--- src/rtl/bip_pkg.sv ---
// Shared definitions for the BIP accumulator machine: opcodes, sequencer
// states, accumulator-mux and adder-function codes.
package bip_pkg;

  // Opcode field values (instr[15:11]); anything not listed runs as a NOP.
  localparam logic [4:0] OPC_HLT  = 5'b00000;
  localparam logic [4:0] OPC_STO  = 5'b00001;
  localparam logic [4:0] OPC_LD   = 5'b00010;
  localparam logic [4:0] OPC_LDI  = 5'b00011;
  localparam logic [4:0] OPC_ADD  = 5'b00100;
  localparam logic [4:0] OPC_ADDI = 5'b00101;
  localparam logic [4:0] OPC_SUB  = 5'b00110;
  localparam logic [4:0] OPC_SUBI = 5'b00111;

  // Sequencer states.
  typedef enum logic [2:0] {
    ST_FETCH  = 3'd0,
    ST_DECODE = 3'd1,
    ST_EXEC   = 3'd2,
    ST_MEMWB  = 3'd3,
    ST_HALT   = 3'd4
  } state_t;

  // Accumulator input mux codes.
  localparam logic [1:0] SEL_RAM = 2'b00;
  localparam logic [1:0] SEL_IMM = 2'b01;
  localparam logic [1:0] SEL_ALU = 2'b10;

  // Adder B operand select.
  localparam logic SELB_RAM = 1'b0;
  localparam logic SELB_IMM = 1'b1;

  // Adder function, shared with the arithmetic unit.
  localparam logic OP_ADD = 1'b1;
  localparam logic OP_SUB = 1'b0;

  // Bundle of control outputs produced by the sequencer each cycle.
  typedef struct packed {
    logic       wr_acc;
    logic       rd_ram;
    logic       wr_ram;
    logic       halted;
    logic [1:0] sel_a;
    logic       sel_b;
    logic       op;
  } ctrl_t;

endpackage

--- src/rtl/bip_control_unit_if.sv ---
// Connection between the sequencer and the program ROM / data RAM /
// arithmetic unit. The master side is the control unit.
interface bip_control_unit_if #(
  parameter int PC_W    = 11,
  parameter int OPD_W   = 11,
  parameter int INSTR_W = 16
);
  logic               run;
  logic [INSTR_W-1:0] instr;
  logic [PC_W-1:0]    pc;
  logic [OPD_W-1:0]   operand;
  logic [1:0]         sel_a;
  logic               sel_b;
  logic               op;
  logic               wr_acc;
  logic               rd_ram;
  logic               wr_ram;
  logic               halted;

  modport master (
    input  run, instr,
    output pc, operand, sel_a, sel_b, op, wr_acc, rd_ram, wr_ram, halted
  );

  modport slave (
    output run, instr,
    input  pc, operand, sel_a, sel_b, op, wr_acc, rd_ram, wr_ram, halted
  );
endinterface

--- src/rtl/bip_decoder.sv ---
// Pure opcode decoder. Reports what an instruction needs; the sequencer
// decides in which state each of these actually reaches the datapath.
module bip_decoder
  import bip_pkg::*;
#(
  parameter int OPC_W = 5
) (
  input  logic [OPC_W-1:0] opcode,
  output logic             is_halt,
  output logic             uses_ram_read,
  output logic             writes_acc,
  output logic             writes_ram,
  output logic             op,
  output logic [1:0]       sel_a,
  output logic             sel_b
);

  // Opcode to control-attribute lookup.
  always_comb begin
    // NOTE: every output gets a value before the case so no path leaves
    // one unassigned, which would otherwise infer a latch.
    is_halt       = 1'b0;
    uses_ram_read = 1'b0;
    writes_acc    = 1'b0;
    writes_ram    = 1'b0;
    op            = OP_SUB;
    sel_a         = SEL_RAM;
    sel_b         = SELB_RAM;
    case (opcode)
      OPC_HLT: is_halt = 1'b1;
      OPC_STO: writes_ram = 1'b1;
      OPC_LD: begin
        uses_ram_read = 1'b1;
        writes_acc    = 1'b1;
        sel_a         = SEL_RAM;
      end
      OPC_LDI: begin
        writes_acc = 1'b1;
        sel_a      = SEL_IMM;
      end
      OPC_ADD: begin
        uses_ram_read = 1'b1;
        writes_acc    = 1'b1;
        sel_a         = SEL_ALU;
        sel_b         = SELB_RAM;
        op            = OP_ADD;
      end
      OPC_ADDI: begin
        writes_acc = 1'b1;
        sel_a      = SEL_ALU;
        sel_b      = SELB_IMM;
        op         = OP_ADD;
      end
      OPC_SUB: begin
        uses_ram_read = 1'b1;
        writes_acc    = 1'b1;
        sel_a         = SEL_ALU;
        sel_b         = SELB_RAM;
        op            = OP_SUB;
      end
      OPC_SUBI: begin
        writes_acc = 1'b1;
        sel_a      = SEL_ALU;
        sel_b      = SELB_IMM;
        op         = OP_SUB;
      end
      default: ; // unlisted opcodes behave as NOP
    endcase
  end

endmodule

--- src/rtl/bip_control_unit.sv ---
// Multi-cycle sequencer for the BIP accumulator datapath. Owns the program
// counter and instruction register and produces Moore control strobes.
module bip_control_unit
  import bip_pkg::*;
#(
  parameter int PC_W  = 11,
  parameter int OPC_W = 5,
  parameter int OPD_W = 11
) (
  input  logic                clk,
  input  logic                reset,
  bip_control_unit_if.master  bus
);

  localparam int INSTR_W = OPC_W + OPD_W;

  state_t             r_state;
  state_t             w_next_state;
  logic [PC_W-1:0]    r_pc;
  logic [INSTR_W-1:0] r_ir;
  logic               w_pc_inc;
  logic [OPC_W-1:0]   w_opcode;
  ctrl_t              w_ctrl;

  logic               w_is_halt;
  logic               w_uses_ram_read;
  logic               w_writes_acc;
  logic               w_writes_ram;
  logic               w_op;
  logic [1:0]         w_sel_a;
  logic               w_sel_b;

  // In DECODE the fresh ROM word picks the next state; everywhere else the
  // latched opcode is decoded, so outputs never follow instr directly.
  assign w_opcode = (r_state == ST_DECODE) ? bus.instr[INSTR_W-1 -: OPC_W]
                                           : r_ir[INSTR_W-1 -: OPC_W];

  bip_decoder #(.OPC_W(OPC_W)) u_decoder (
    .opcode        (w_opcode),
    .is_halt       (w_is_halt),
    .uses_ram_read (w_uses_ram_read),
    .writes_acc    (w_writes_acc),
    .writes_ram    (w_writes_ram),
    .op            (w_op),
    .sel_a         (w_sel_a),
    .sel_b         (w_sel_b)
  );

  // State register.
  always_ff @(posedge clk) begin
    // NOTE: sequential state uses non-blocking assignments so every register
    // samples pre-edge values regardless of statement order.
    if (reset) r_state <= ST_FETCH;
    else       r_state <= w_next_state;
  end

  // Program counter and instruction register.
  always_ff @(posedge clk) begin
    if (reset) begin
      r_pc <= '0;
      r_ir <= '0;
    end else begin
      if (r_state == ST_DECODE) r_ir <= bus.instr;
      if (w_pc_inc)             r_pc <= r_pc + PC_W'(1);
    end
  end

  // Next-state logic; the PC advances only on an instruction's last cycle.
  always_comb begin
    w_next_state = r_state;
    w_pc_inc     = 1'b0;
    case (r_state)
      ST_FETCH:  if (bus.run) w_next_state = ST_DECODE;
      ST_DECODE: w_next_state = w_is_halt ? ST_HALT : ST_EXEC;
      ST_EXEC: begin
        if (w_uses_ram_read) begin
          w_next_state = ST_MEMWB;
        end else begin
          w_next_state = ST_FETCH;
          w_pc_inc     = 1'b1;
        end
      end
      ST_MEMWB: begin
        w_next_state = ST_FETCH;
        w_pc_inc     = 1'b1;
      end
      ST_HALT:  w_next_state = ST_HALT;
      default:  w_next_state = ST_FETCH;
    endcase
  end

  // Moore output decode; reset silences everything in the same cycle and
  // mux/function selects are only non-zero alongside an accumulator write.
  always_comb begin
    w_ctrl = '0;
    if (!reset) begin
      case (r_state)
        ST_EXEC: begin
          w_ctrl.rd_ram = w_uses_ram_read;
          w_ctrl.wr_ram = w_writes_ram;
          if (w_writes_acc && !w_uses_ram_read) begin
            w_ctrl.wr_acc = 1'b1;
            w_ctrl.sel_a  = w_sel_a;
            w_ctrl.sel_b  = w_sel_b;
            w_ctrl.op     = w_op;
          end
        end
        ST_MEMWB: begin
          w_ctrl.wr_acc = 1'b1;
          w_ctrl.sel_a  = w_sel_a;
          w_ctrl.sel_b  = w_sel_b;
          w_ctrl.op     = w_op;
        end
        ST_HALT: w_ctrl.halted = 1'b1;
        default: ;
      endcase
    end
  end

  assign bus.pc      = r_pc;
  assign bus.operand = r_ir[OPD_W-1:0];
  assign bus.sel_a   = w_ctrl.sel_a;
  assign bus.sel_b   = w_ctrl.sel_b;
  assign bus.op      = w_ctrl.op;
  assign bus.wr_acc  = w_ctrl.wr_acc;
  assign bus.rd_ram  = w_ctrl.rd_ram;
  assign bus.wr_ram  = w_ctrl.wr_ram;
  assign bus.halted  = w_ctrl.halted;

endmodule
--- src/flat_wrapper.sv ---
// flat-port wrapper written by rule: the top's interface ports become plain ports
module bip_control_unit_flat import bip_pkg::*;
#(
  parameter int PC_W  = 11,
  parameter int OPC_W = 5,
  parameter int OPD_W = 11
)
  (clk, reset, bus_run, bus_instr, bus_pc, bus_operand, bus_sel_a, bus_sel_b, bus_op, bus_wr_acc, bus_rd_ram, bus_wr_ram, bus_halted);
  bip_control_unit_if #(.PC_W(PC_W), .OPD_W(OPD_W)) bus_i ();
  input  logic clk;
  input  logic reset;
  input wire logic [$bits(bus_i.run)-1:0] bus_run;
  input wire logic [$bits(bus_i.instr)-1:0] bus_instr;
  output wire logic [$bits(bus_i.pc)-1:0] bus_pc;
  output wire logic [$bits(bus_i.operand)-1:0] bus_operand;
  output wire logic [$bits(bus_i.sel_a)-1:0] bus_sel_a;
  output wire logic [$bits(bus_i.sel_b)-1:0] bus_sel_b;
  output wire logic [$bits(bus_i.op)-1:0] bus_op;
  output wire logic [$bits(bus_i.wr_acc)-1:0] bus_wr_acc;
  output wire logic [$bits(bus_i.rd_ram)-1:0] bus_rd_ram;
  output wire logic [$bits(bus_i.wr_ram)-1:0] bus_wr_ram;
  output wire logic [$bits(bus_i.halted)-1:0] bus_halted;
  assign bus_i.run = bus_run;
  assign bus_i.instr = bus_instr;
  assign bus_pc = bus_i.pc;
  assign bus_operand = bus_i.operand;
  assign bus_sel_a = bus_i.sel_a;
  assign bus_sel_b = bus_i.sel_b;
  assign bus_op = bus_i.op;
  assign bus_wr_acc = bus_i.wr_acc;
  assign bus_rd_ram = bus_i.rd_ram;
  assign bus_wr_ram = bus_i.wr_ram;
  assign bus_halted = bus_i.halted;
  bip_control_unit #(.PC_W(PC_W), .OPC_W(OPC_W), .OPD_W(OPD_W)) u_core (.clk(clk), .reset(reset), .bus(bus_i));
endmodule
--- config.mk ---
export PLATFORM = sky130hd
export DESIGN_NAME = bip_control_unit_flat
export DESIGN_NICKNAME = d
export VERILOG_FILES = /design/src/rtl/bip_pkg.sv /design/src/rtl/bip_control_unit_if.sv /design/src/rtl/bip_decoder.sv /design/src/rtl/bip_control_unit.sv /design/src/flat_wrapper.sv
export SDC_FILE = /design/constraint.sdc
export NUM_CORES = 1
export LEC_CHECK = 0
export CORE_AREA = 4 4 58 71
export DETAILED_ROUTE_END_ITERATION = 6
export DIE_AREA = 0 0 62 75
export GPL_ROUTABILITY_DRIVEN = 1
export PLACE_DENSITY = 0.77
export SETUP_SLACK_MARGIN = 0.15
export SLEW_MARGIN = 20
export SYNTH_ARGS = -nofsm -noshare
export SYNTH_HDL_FRONTEND = slang
export SYNTH_SLANG_ARGS = --single-unit
--- constraint.sdc ---
create_clock -name clk -period 2.1 [get_ports clk]
set_input_delay 0.42 -clock clk [delete_from_list [all_inputs] [get_ports clk]]
set_output_delay 0.42 -clock clk [all_outputs]
set_load 0.1 [all_outputs]
* After elaboration in Yosys (flattened, before gate mapping)
Cells that the tools add are included.
** Storage, ports and cells
- Register bits after elaboration :: 30
- Input port bits :: 19
- Output and inout port bits :: 30
- Word-level logic and storage cells :: 46
** Cells by class
- Add/subtract/negate cells :: 1
- Equal/unequal tests :: 12
- Multiplexer cells :: 21
- Reductions and logical operators :: 9
** Operators by type and width (number)
- $eq 5x3->1 const B :: 4
- $pmux 3 s4 :: 1
- $add 11x1->11 const B :: 1
- $eq 5x2->1 const B :: 2
- $mux 1 :: 9
- $mux 8 :: 1
- $pmux 4 s2 :: 1
- $eq 3x2->1 const B :: 2
- $mux 3 :: 2
- $reduce_or 6->1 :: 1
- $eq 5x1->1 const B :: 1
- $logic_not 5->1 :: 1
- $mux 5 :: 1
- $mux 2 :: 2
- $mux 4 :: 1
- $pmux 1 s2 :: 2
- $pmux 2 s2 :: 1
- $reduce_or 2->1 :: 2
- $reduce_or 4->1 :: 1
- $eq 3x1->1 const B :: 1
- $eq 3x3->1 const B :: 1
- $logic_not 3->1 :: 1
- $reduce_or 3->1 :: 1
- $ne 2x2->1 const B :: 1
- other kinds (2) :: 2

* Longest topological paths before layout
- Word-level depth :: 10
- Depth in mapped cells :: 6
- Gate-level depth less buffers :: 5

* Modules after synthesis
Synthesis repeated with hierarchy kept, for this count alone.
** Second synthesis, totals
- Cells, all modules :: 187
- Area, all modules :: 1521.5 sq um
** By module, submodules not included
- bip_control_unit :: instances 1, cells an instance 177, area an instance 1446.4 sq um, seq. area each 600.6 sq um
- bip_decoder :: instances 1, cells an instance 10, area an instance 75.1 sq um, seq. area each 0.0 sq um

* Worst setup path after synthesis
OpenSTA, ideal clock, no wires.
- Kind :: reg2out
- Start point :: register u_core.r_state[2]
- End point :: output port bus_sel_b
- Arrival :: 3589 ps
- Required time :: 1680 ps
- Path slack :: -1909 ps
- Stages on the path, launching flop included :: 6
- Buffers on the path :: 1
- Cells stage by stage :: dfxtp_1 -> buf_2 -> nor3b_4 -> nand3_2 -> a2111oi_4 -> nor2b_1
** On the way
- Word-level cells in the longest chain between the ends :: 10
- Elaborated cells on any way between the ends :: 21
- Those cells by class :: eq/ne (9); mux (7); reduce/logical (5)
** Ends and longest elaborated chain
- from (decl) :: RTL line bip_control_unit.sv:17 : state_t r_state;
- from (signal assigned) :: RTL line bip_control_unit.sv:54 : else r_state <= w_next_state;
- $eq 3x1->1 :: RTL line bip_control_unit.sv:35 : assign w_opcode = (r_state == ST_DECODE) ? bus.instr[INSTR_W-1 -: OPC_W]
- $mux 5 :: RTL line bip_control_unit.sv:35
- $eq 5x3->1 or $eq 5x2->1 (tied branches) :: RTL line bip_decoder.sv:29 : case (opcode)
- $reduce_or 3->1 (no source line)
- $mux 1 :: RTL line bip_decoder.sv:29
- $logic_not 1->1 :: RTL line bip_control_unit.sv:101 : if (w_writes_acc && !w_uses_ram_read) begin
- $logic_and 1x1->1 :: RTL line bip_control_unit.sv:101
- $mux 4 :: RTL line bip_control_unit.sv:101
- $pmux 4 s2 * :: RTL line bip_control_unit.sv:97 : case (r_state)
- $mux 8 * :: RTL line bip_control_unit.sv:96 : if (!reset) begin
- to (decl) :: RTL line flat_wrapper.sv:17 : output wire logic [$bits(bus_i.sel_b)-1:0] bus_sel_b;
Mark *: on every way between the ends. The rest lies on a longest branch, timed or not.

* Worst setup path after layout
- Start point :: register u_core.r_state[0]
- End point :: output port bus_sel_b
The elaborated chain is that of the path after synthesis.

==> qor.yml <==
run_status:
  status: "finished, violations left"
  failed_checks: "negative setup slack"
clocking:
  cts_tree: "yes"
  clock-sinks: 30
  numCtsBuffers: 5
  path_clk_slew_ns: 0.06
  clk_latency_ns: 0.28
  cts_hold_buf: 0
  htree_num_levels: 2
  cts-root-buf: "clkbuf_8"
  cts_buffer_depth: 2
final_layout:
  drive_gt1_share_pct: 43.7
  antennaDiodeCount: 0
  fill_cells: 265
  final_cells: 277
  multi_input_area_sq_um: 892
  nets: 257
  seqCellArea_sq_um: 613
  post-route-util_pct: 68.8
  layout-area-overhead-vs-synth_pct: 58.3
place:
  gp_congestion: 0.827
  hpwl_um: 2710
  io_buffers: 48
  place_inst: 258
  pre_cts_slack_ns: -0.331
critical_path:
  worstPathCellList: "buf_6 > or3b_4 > nand3_4 > a2111oi_4 > nor2b_4 > buf_12"
  cpMaxStageDelayCell: "a2111oi_4"
  required_ns: 1.68
  critical_path_class: "reg2out"
  crit_fanout: 3
  start_kind: "register"
  worstPathArrival_ns: 1.85
  cp_top_family: "simple AND/OR/NAND/NOR gates"
  max_stage_delay_ns: 0.42
  path_buf_inv: 2
  crit_path_end_kind: "primary output"
grt:
  grt_max_degree: 22
  grtUsageTotal_pct: 18.0
  grt_overflow: 0
  grt_pass1_vias: 1318
  grt_first_pass_wirelength_um: 6150
  antenna_found_initial: 0
routing:
  first_pass_iters: 4
  route.detailed.drc: 0
  drt-vias-per-instance: 5.19
  wl_per_cell_um: 13.9
  drt_iter0_drc: 46
  ant_nets: 0
  route.vias.total: 1438
  wl_um: 3850
timing:
  slew-limit-headroom_pct: 74.3
  fin_tns_setup_ns: -0.727
  holdWs_ns: 0.458
  min_period_ns: 2.27
  rsz0062_at_grt: "yes"
  drv_slew: 0
  skew_ns: 0.00378
  setup_viol: 5
  hold_viol: 0
  worst_slew_pin_slew_ns: 0.381
  fin_crit_sh_pct: 108
  fmax_ghz: 0.440
  setup_ws_ns: -0.174
synth:
  synth_top_area_share_pct: 39.3
  async_reset_ff_share_pct: 0
  synth_area_sq_um: 1530
  ys.flop_type: "dfxtp_1"
  syn_area_per_cell_sq_um: 8.72
  yosysTopAreaCell: "dfxtp_1"
  synthCells: 175
  ys_warn_count: 0
  synth-edff-count: 0
  yosysUniqueCellTypes: 42
  ys_top_cells_by_area: "dfxtp_1 (39%), nand2_1 (7.4%), buf_4 (6.4%)"
  yosys-top-cells-count: "dfxtp_1 (30), nand2_1 (30), a21oi_1 (16)"
  syn_nets: 195
  synth.ff_latch_count: 30
  ys_seq_area_share_pct: 39.3
flow_run:
  cap_violations: 0
floorplanning:
  die_x_um: 62
  io_pins: 49
  rows: 24
  start_util_pct: 43.4
  die_area_sq_um: 4650
  die_h_um: 75
  core_sq_um: 3510
worst_hold_path:
  hold_path.class: "reg2reg"
power:
  power_density_nw_per_um2: 606
  ir_drop_mv: 0.585
  p_leak_nw: 0.957
==> registers in the layout, indices dropped and copies added (netlist names) <==
name and count:
u_core.r_ir 16, u_core.r_state 3, u_core.bus.pc 11
==> layout make-up <==
| class | instances | share of cell area [%] |
|---|---|---|
| clock buffers | 8 | 4.56 |
| inverters | 3 | 0.466 |
| multi-input cells | 120 | 36.9 |
| flip-flops and latches | 30 | 25.4 |
| well taps | 39 | 2.02 |
| repair buffers | 77 | 30.7 |
==> power breakdown <==
group	leakage (nW)	internal [W]	switching [W]
Clock	0.0575	0.000330	0.000207
Sequential	0.248	0.000589	0.0000158
Combinational	0.651	0.000126	0.000195
==> layer usage <==
| metal | part of all wire (%) | vias to the layer above | global-route usage [%] |
|---|---|---|---|
| li1 | - | 719 | - |
| met1 | 40 | 673 | 21.1 |
| met2 | 52 | 41 | 30.9 |
| met3 | 6.8 | 5 | 4.29 |
| met4 | 1.8 | 0 | 7.08 |
| met5 | 0 | - | 0 |
==> final timing paths <==
kind,to,depth (start not counted),startpoint,slack [ns]
max,bus_sel_b,6,u_core.r_state[0],-0.17
min,u_core.r_ir[9],2,u_core.r_ir[9],0.46
max reg2reg,u_core.bus.pc[9],6,u_core.r_ir[13],0.42
min reg2reg,u_core.r_ir[9],2,u_core.r_ir[9],0.46
==> cells in the final DEF, fill, tap and decap left out, types with 2 or more instances in the layout <==
master and n:
a21oi_1 16, a311oi_1 3, a31o_2 2, a31oi_2 2
and4_1 2, buf_12 8, buf_4 47, buf_6 3
clkbuf_8 8, clkdlybuf4s50_1 14, dfxtp_1 20, dfxtp_2 10
dlygate4sd2_1 3, inv_1 3, mux2_1 3, mux2i_1 2
nand2_1 30, nand2b_4 2, nand3_4 2, nand3b_1 2
nand4_1 3, nor2_1 13, nor2_4 2, nor2b_1 3
nor3_4 2, nor4_1 2, xnor2_1 5
==> metrics by stage <==
step | power [W] | instance area [sq um]
CTS | 0.00147 | 2360
global placement | 0.000888 | 2130
detailed placement | 0.000891 | 2130
floorplan | 0.000815 | 1590
finish | 0.00146 | 2420
global route | 0.00152 | 2420
==> worst reg2reg max path, cell delays in order, from the launching register on <==
cell and delay [ns]:
dfxtp_2 0.36, or2_1 0.26, buf_4 0.18, a31oi_2 0.19, buf_4 0.16, nand4_1 0.10
mux2_1 0.32
==> repair_timing <==
item,4_1_cts,5_1_grt
gates resized for setup,19,7
pin swaps,12,6
endpoints found under the setup margin,8,8
gates cloned,0,0
buffers inserted,8,3
==> cells by family after synthesis <==
family	synth area share (%)
muxes	4.92
xor gates and xnor gates	2.87
and+or+nand+nor	27.8
buffers and inverters	9.67
adders and majority gates	0.820
DFF	39.3
AOI/OAI and AO/OA	14.6
(Power assumes the default switching activity.)
==> edit 1: new RTL, config.mk and constraints unchanged <==
Encoding of `state_t`: now one-hot (5 bits for 5 states).
--- a/src/rtl/bip_pkg.sv
+++ b/src/rtl/bip_pkg.sv
@@ -14,10 +14,10 @@
 
   // Sequencer states.
-  typedef enum logic [2:0] {
-    ST_FETCH  = 3'd0,
-    ST_DECODE = 3'd1,
-    ST_EXEC   = 3'd2,
-    ST_MEMWB  = 3'd3,
-    ST_HALT   = 3'd4
+  typedef enum logic [4:0] {
+    ST_FETCH  = 5'b00001,
+    ST_DECODE = 5'b00010,
+    ST_EXEC   = 5'b00100,
+    ST_MEMWB  = 5'b01000,
+    ST_HALT   = 5'b10000
   } state_t;
 
Check against the original RTL: no difference found for any inputs over 10 cycles, from zero or initial values and one cycle with reset high; not proved beyond that.
==> edit 1 against the original RTL <==
- count of clock-buffer cells in the layout fell by 3
- the run still ends with setup timing left
- cell area rose by 20%
- worst setup slack lost 320 ps
- sequential cell count grew 2
- via count is 30% higher
- sequential power is 3% higher
- critical path type unchanged
- power fell by 5.7%
- area after synthesis up 16%
- wire length increased by 34%
- global-route usage increased by 4.7 points
==> edit 1: results (changes against the original RTL) <==
The setup TNS is -3415 ps (-2688 ps). The leakage power total came out at 1.154 nW (+21%). The data arrival time of the critical path came out at 2180 ps (+330 ps). The worst voltage drop across the vdd grid is 0.0004968 V (-15%).

The average routed wire per standard cell was 15.90 um (+14%). After synthesis, the cell types taking the most area are sky130_fd_sc_hd__dfxtp_1, sky130_fd_sc_hd__nand2_1, sky130_fd_sc_hd__a21oi_1. The adder and majority cell fraction of the synthesized area came out at 0.007057 (-0.001140).

The number of DRC markers in iteration 0 is 141 (+210%). The post-DP HPWL is 3.214 mm (+18%). The fraction of the mapped netlist area in compound gates came out at 0.1835 (+0.03758).

The synthesized netlist net count came out at 238 (+22%). The fraction of synthesis flops using an asynchronous set or reset pin is 0 (unchanged). The per-cell via count in the routed design came to 5.745 (+11%). The pin count of the biggest net entering global routing is 31 (+41%). The fraction of layout cells with a size suffix above 1 came out at 0.4441 (+0.007081). The post-synthesis xor/xnor area fraction was 0 (-0.02869). The final cell count without fillers came to 325 (+17%). The fraction of the yosys area taken by sequential cells is 0.3613 (-0.03212).

The H-tree depth reported by CTS came out at 2 (unchanged). The most frequently used flop master after synthesis is sky130_fd_sc_hd__dfxtp_1. The type of the most critical hold path is reg2reg. The clock latency at the later pin of the worst-skew pair came out at 290 ps. The final RePlAce weighted congestion is 0.8312 (+0.52%). The instance area at placement is 2481 um2 (+16%). The met2 wire length was 2.642 mm (+33%). Sorting the synthesized cells by how often they occur yields sky130_fd_sc_hd__nand2_1, sky130_fd_sc_hd__dfxtp_1, sky130_fd_sc_hd__a21oi_1, sky130_fd_sc_hd__buf_4, sky130_fd_sc_hd__nor3_1. The biggest fanout along the worst timing path is 4 (+1). The portion of netlist area occupied by mux cells came out at 0.03740 (-0.01178). The via count of the first global-routing pass is 1797 (+36%). The global-route met3 utilization came out at 0.06003 (+0.01715). The clock skew is 4.822 ps (+1.040 ps). The number of setup violations in the final report is 13 (+8). The slew of the pin with the lowest slew margin was 385.7 ps (+5.162 ps).

The met1 wire length is 2.130 mm (+40%). The met2 usage is 0.3779 (+0.06912). The root cell of the clock tree is sky130_fd_sc_hd__clkbuf_8. The total met3 wirelength after detailed routing is 302 um (+15%). The count of buffers inserted at the top-level ports is 48 (unchanged). The met1 track demand over resource is 0.2691 (+0.05759).

The delay contributed by the slowest stage of the critical path came to 590 ps (+170 ps). The number of buffers created by CTS came out at 5 (unchanged). The final reports fail on setup timing. The minimum setup slack in the final design is -496.4 ps (-322.1 ps). The worst-case clock buffer depth is 2 (unchanged).

The run finished, with violations left. The slowest stage of the critical path is the sky130_fd_sc_hd__or4b_4 cell. The post-synthesis cell type count is 51 (+21%).

Ranked by flip-flop count, first place goes to u_core.r_ir. The wire length of the first global-routing pass came out at 7.948 mm (+29%). The aggregate global-route resource usage is 0.2267 (+0.04666).

The pre-CTS worst setup slack is -286.2 ps (+44.90 ps). The total number of nets in the final design came out at 305 (+19%). The synthesized netlist cell count was 218 (+25%).

The register clock-pin slew on the reported worst setup and hold paths came out at 70 ps. The number of flip-flops in the largest register is 16 (unchanged).
-- edit 1: cells by family after synthesis --
logic type      after synthesis
buf+inv                      26
flops                        32
simple gates                106
mux                           6
compound gates               47
fa+ha+maj                     1
-- edit 1: report_power, final --
group          internal [mW]  switching (mW)
clock network          0.351           0.246
logic                 0.0746          0.0860
registers              0.615         0.00658
total                   1.04           0.339
-- edit 1: final timing paths --
kind | startpoint | to | slack, ps | cells past startpoint
setup / recovery | u_core.r_state[1]$_SDFFE_PP0P_ | bus_sel_a[0] | -500 | 6
hold / removal | u_core.r_ir[6]$_SDFFE_PP0P_ | u_core.r_ir[6]$_SDFFE_PP0P_ | 460 | 2
setup reg to reg | u_core.r_state[1]$_SDFFE_PP0P_ | u_core.bus.pc[4]$_SDFFE_PP0P_ | -140 | 8
hold reg to reg | u_core.r_ir[6]$_SDFFE_PP0P_ | u_core.r_ir[6]$_SDFFE_PP0P_ | 460 | 2
-- edit 1: worst reg2reg max path, stage by stage, from the launching register on --
cell,delay (ps)
sky130_fd_sc_hd__dfxtp_2,330
sky130_fd_sc_hd__or4b_4,590
sky130_fd_sc_hd__buf_6,160
sky130_fd_sc_hd__a211oi_4,240
sky130_fd_sc_hd__buf_4,180
sky130_fd_sc_hd__buf_8,120
sky130_fd_sc_hd__buf_12,120
sky130_fd_sc_hd__o2111ai_2,100
sky130_fd_sc_hd__mux2_2,290
-- edit 1: area by class of cell --
class                           count  area, um2
Multi-Input combinational cell    160       1225
Timing Repair Buffer               84      852.1
Sequential cell                    32      651.9
Fill cell                         218      616.8
Clock buffer                        5      68.82
Tap cell                           39      48.80
Clock inverter                      3      42.54
Inverter                            2      7.507
-- edit 1: what timing repair did --
action / in CTS / in global routing
pin swaps: 4 / 11
resized for setup: 31 / 20
setup endpoints to repair: 15 / 19
buffers inserted: 11 / 1
==> edit 2: new RTL, same flow settings <==
Without the edit above. Make the reset (`reset`) asynchronous in 2 clocked blocks.
--- a/src/rtl/bip_control_unit.sv
+++ b/src/rtl/bip_control_unit.sv
@@ -48,5 +48,5 @@
 
   // State register.
-  always_ff @(posedge clk) begin
+  always_ff @(posedge clk or posedge reset) begin
     // NOTE: sequential state uses non-blocking assignments so every register
     // samples pre-edge values regardless of statement order.
@@ -56,5 +56,5 @@
 
   // Program counter and instruction register.
-  always_ff @(posedge clk) begin
+  always_ff @(posedge clk or posedge reset) begin
     if (reset) begin
       r_pc <= '0;
Behaviour: differs if reset is asserted again (counterexample within 4 cycles, from zero or initial values and one cycle with reset high); with reset held inactive, the same outputs for 10 cycles.
==> edit 2 against the original RTL <==
- the run still ends with setup timing left
- die area stayed put
- synthesized cell count is 31% lower
- worst setup slack worse by 8.2 ps
- non-clock buffer count is 3 lower
- cell area is 2.5% lower
- sequential cell count stayed put
- via count is 19% lower
- global-route usage is 0.14 points lower
- hold slack worse by 18 ps
- wire length is 4.8% lower
- clock skew is 2.8 ps higher
- area after synthesis is 4.2% lower
- critical path type unchanged
- largest cell class is now flip-flops and latches
Power is not shown: default switching activity piles up to over one toggle a cycle in this logic, so the estimate is an artifact.
==> edit 2: results (changes against the original RTL) <==
The cell count of the worst reg-to-reg path is 5 (-1). The slew of the pin with the lowest slew margin is 386.6 ps (+6.027 ps). The number of vias after detailed routing is 1161 (-19%). The flow ran to the end, but the final reports show violations. The aggregate global-route resource usage came to 0.1786 (-0.001354). The fraction of the yosys area taken by sequential cells came to 0.5133 (+0.1198).

The number of setup violations in the final report came out at 5 (unchanged). The clock skew came out at 6.590 ps (+2.808 ps). The wire length of the first global-routing pass is 5.837 mm (-5.0%).

The fraction of synthesis flops using an asynchronous set or reset pin came out at 1.000 (+1.000). The synthesized netlist net count came out at 141 (-28%). The final cell count without fillers is 226 (-18%). The number of synthesis warnings came to 0 (unchanged). The biggest fanout along the worst timing path came to 6 (+3). The checks that failed: setup timing.

The pre-CTS worst setup slack came out at -128.5 ps (+202.5 ps). The detailed-router iteration count before antenna repair came out at 4 (unchanged). The worst-case clock buffer depth is 2 (unchanged). The cell sitting at the root of the clock tree is a sky130_fd_sc_hd__clkbuf_8.

The cell total after placement came out at 207 (-20%). The number of DRC markers in iteration 0 came to 19 (-59%). The tightest min-delay check is of the in2async type. The instance area at placement came out at 2101 um2 (-1.5%). The fraction of layout cells with a size suffix above 1 was 0.5241 (+0.08709).

The post-synthesis cell type count came out at 31 (-26%). The number of buffers created by CTS was 5 (unchanged). The count of buffers inserted at the top-level ports was 48 (unchanged). The antenna cell count is 0 (unchanged). The final RePlAce weighted congestion came out at 0.8433 (+2.0%). u_core.r_ir holds more flip-flops than any other register. The setup TNS came out at -787.1 ps (-60.00 ps).

The wire length reported by the detailed router is 3.663 mm (-4.8%). The number of antenna violations at the first check in global routing was 0 (unchanged). The final design utilization was 0.6702 (-0.01745). Counting instances in the post-synthesis netlist gives the leading cell types as sky130_fd_sc_hd__dfrtp_1, sky130_fd_sc_hd__mux2_2, sky130_fd_sc_hd__buf_4, sky130_fd_sc_hd__xnor2_1.

The synthesized netlist cell count is 121 (-31%). The minimum setup slack in the final design is -182.5 ps (-8.185 ps). In the post-synthesis netlist, the biggest area contributors are sky130_fd_sc_hd__dfrtp_1, sky130_fd_sc_hd__mux2_2, sky130_fd_sc_hd__buf_4. The pin count of the biggest net entering global routing is 31 (+41%). The post-DP HPWL came out at 2.571 mm (-5.2%).
-- edit 2: cell types whose count changed after synthesis, sizes merged, moves of 4 or more --
| cell | before | now |
|---|---|---|
| a21oi | 16 | 1 |
| clkbuf | 4 | 0 |
| dfrtp | 0 | 30 |
| dfxtp | 30 | 0 |
| mux2 | 4 | 16 |
| nand2 | 30 | 2 |
| nor2 | 16 | 6 |
-- edit 2: per-layer routing --
layer / GRT usage / part of all wire / up-vias
li1: - / - / 544
met3: 0.06690 / 0.077 / 12
met5: 0 / 0 / -
met4: 0.09906 / 0.033 / 0
met2: 0.2869 / 0.52 / 40
met1: 0.2007 / 0.37 / 565
-- edit 2: critical path, cell delays in order, from the launching register on --
cell                       delay (ps)
sky130_fd_sc_hd__dfrtp_1          370
sky130_fd_sc_hd__nor3b_4          150
sky130_fd_sc_hd__buf_6            130
sky130_fd_sc_hd__buf_6            110
sky130_fd_sc_hd__and3b_1          210
sky130_fd_sc_hd__nand4b_1         100
sky130_fd_sc_hd__buf_6            150
sky130_fd_sc_hd__nor3_4           140
sky130_fd_sc_hd__buf_12           200
-- edit 2: path summary, 6_finish.rpt --
| kind | start | endpoint | slack [ps] |
|---|---|---|---|
| setup / recovery | u_core.r_state[0]$_DFFE_PP0P_ | bus_op | -180 |
| hold / removal | reset | u_core.r_ir[15]$_DFFE_PP0P_ | 440 |
| setup reg to reg | u_core.r_ir[12]$_DFFE_PP0P_ | u_core.bus.pc[1]$_DFFE_PP0P_ | 420 |
| hold reg to reg | u_core.bus.pc[10]$_DFFE_PP0P_ | u_core.bus.pc[10]$_DFFE_PP0P_ | 490 |
| max in group asynchronous | reset | u_core.r_ir[5]$_DFFE_PP0P_ | 1380 |
| min in group clk | u_core.bus.pc[10]$_DFFE_PP0P_ | u_core.bus.pc[10]$_DFFE_PP0P_ | 490 |
-- edit 2: area by class of cell --
cell class                      instances  area, um2
Clock inverter                          3      40.04
Fill cell                             283       1159
Timing Repair Buffer                   74      725.7
Multi-Input combinational cell         73      709.4
Sequential cell                        30      750.7
Tap cell                               39      48.80
Clock buffer                            5      68.82
Inverter                                2      11.26
-- edit 2: cells by family after synthesis --
kind of cell / after synthesis / synth area share
and+or+nand+nor: 39 / 0.1788
DFF: 30 / 0.5133
buffers and inverters: 18 / 0.08212
muxes: 18 / 0.1369
xor gates and xnor gates: 10 / 0.05988
AOI/OAI and AO/OA: 5 / 0.02052
adders and majority gates: 1 / 0.008553
-- edit 2: what timing repair did --
item | CTS | global route
buffers inserted | 6 | 5
pin swaps | 6 | 2
setup endpoints to repair | 7 | 8
gates resized for setup | 12 | 2
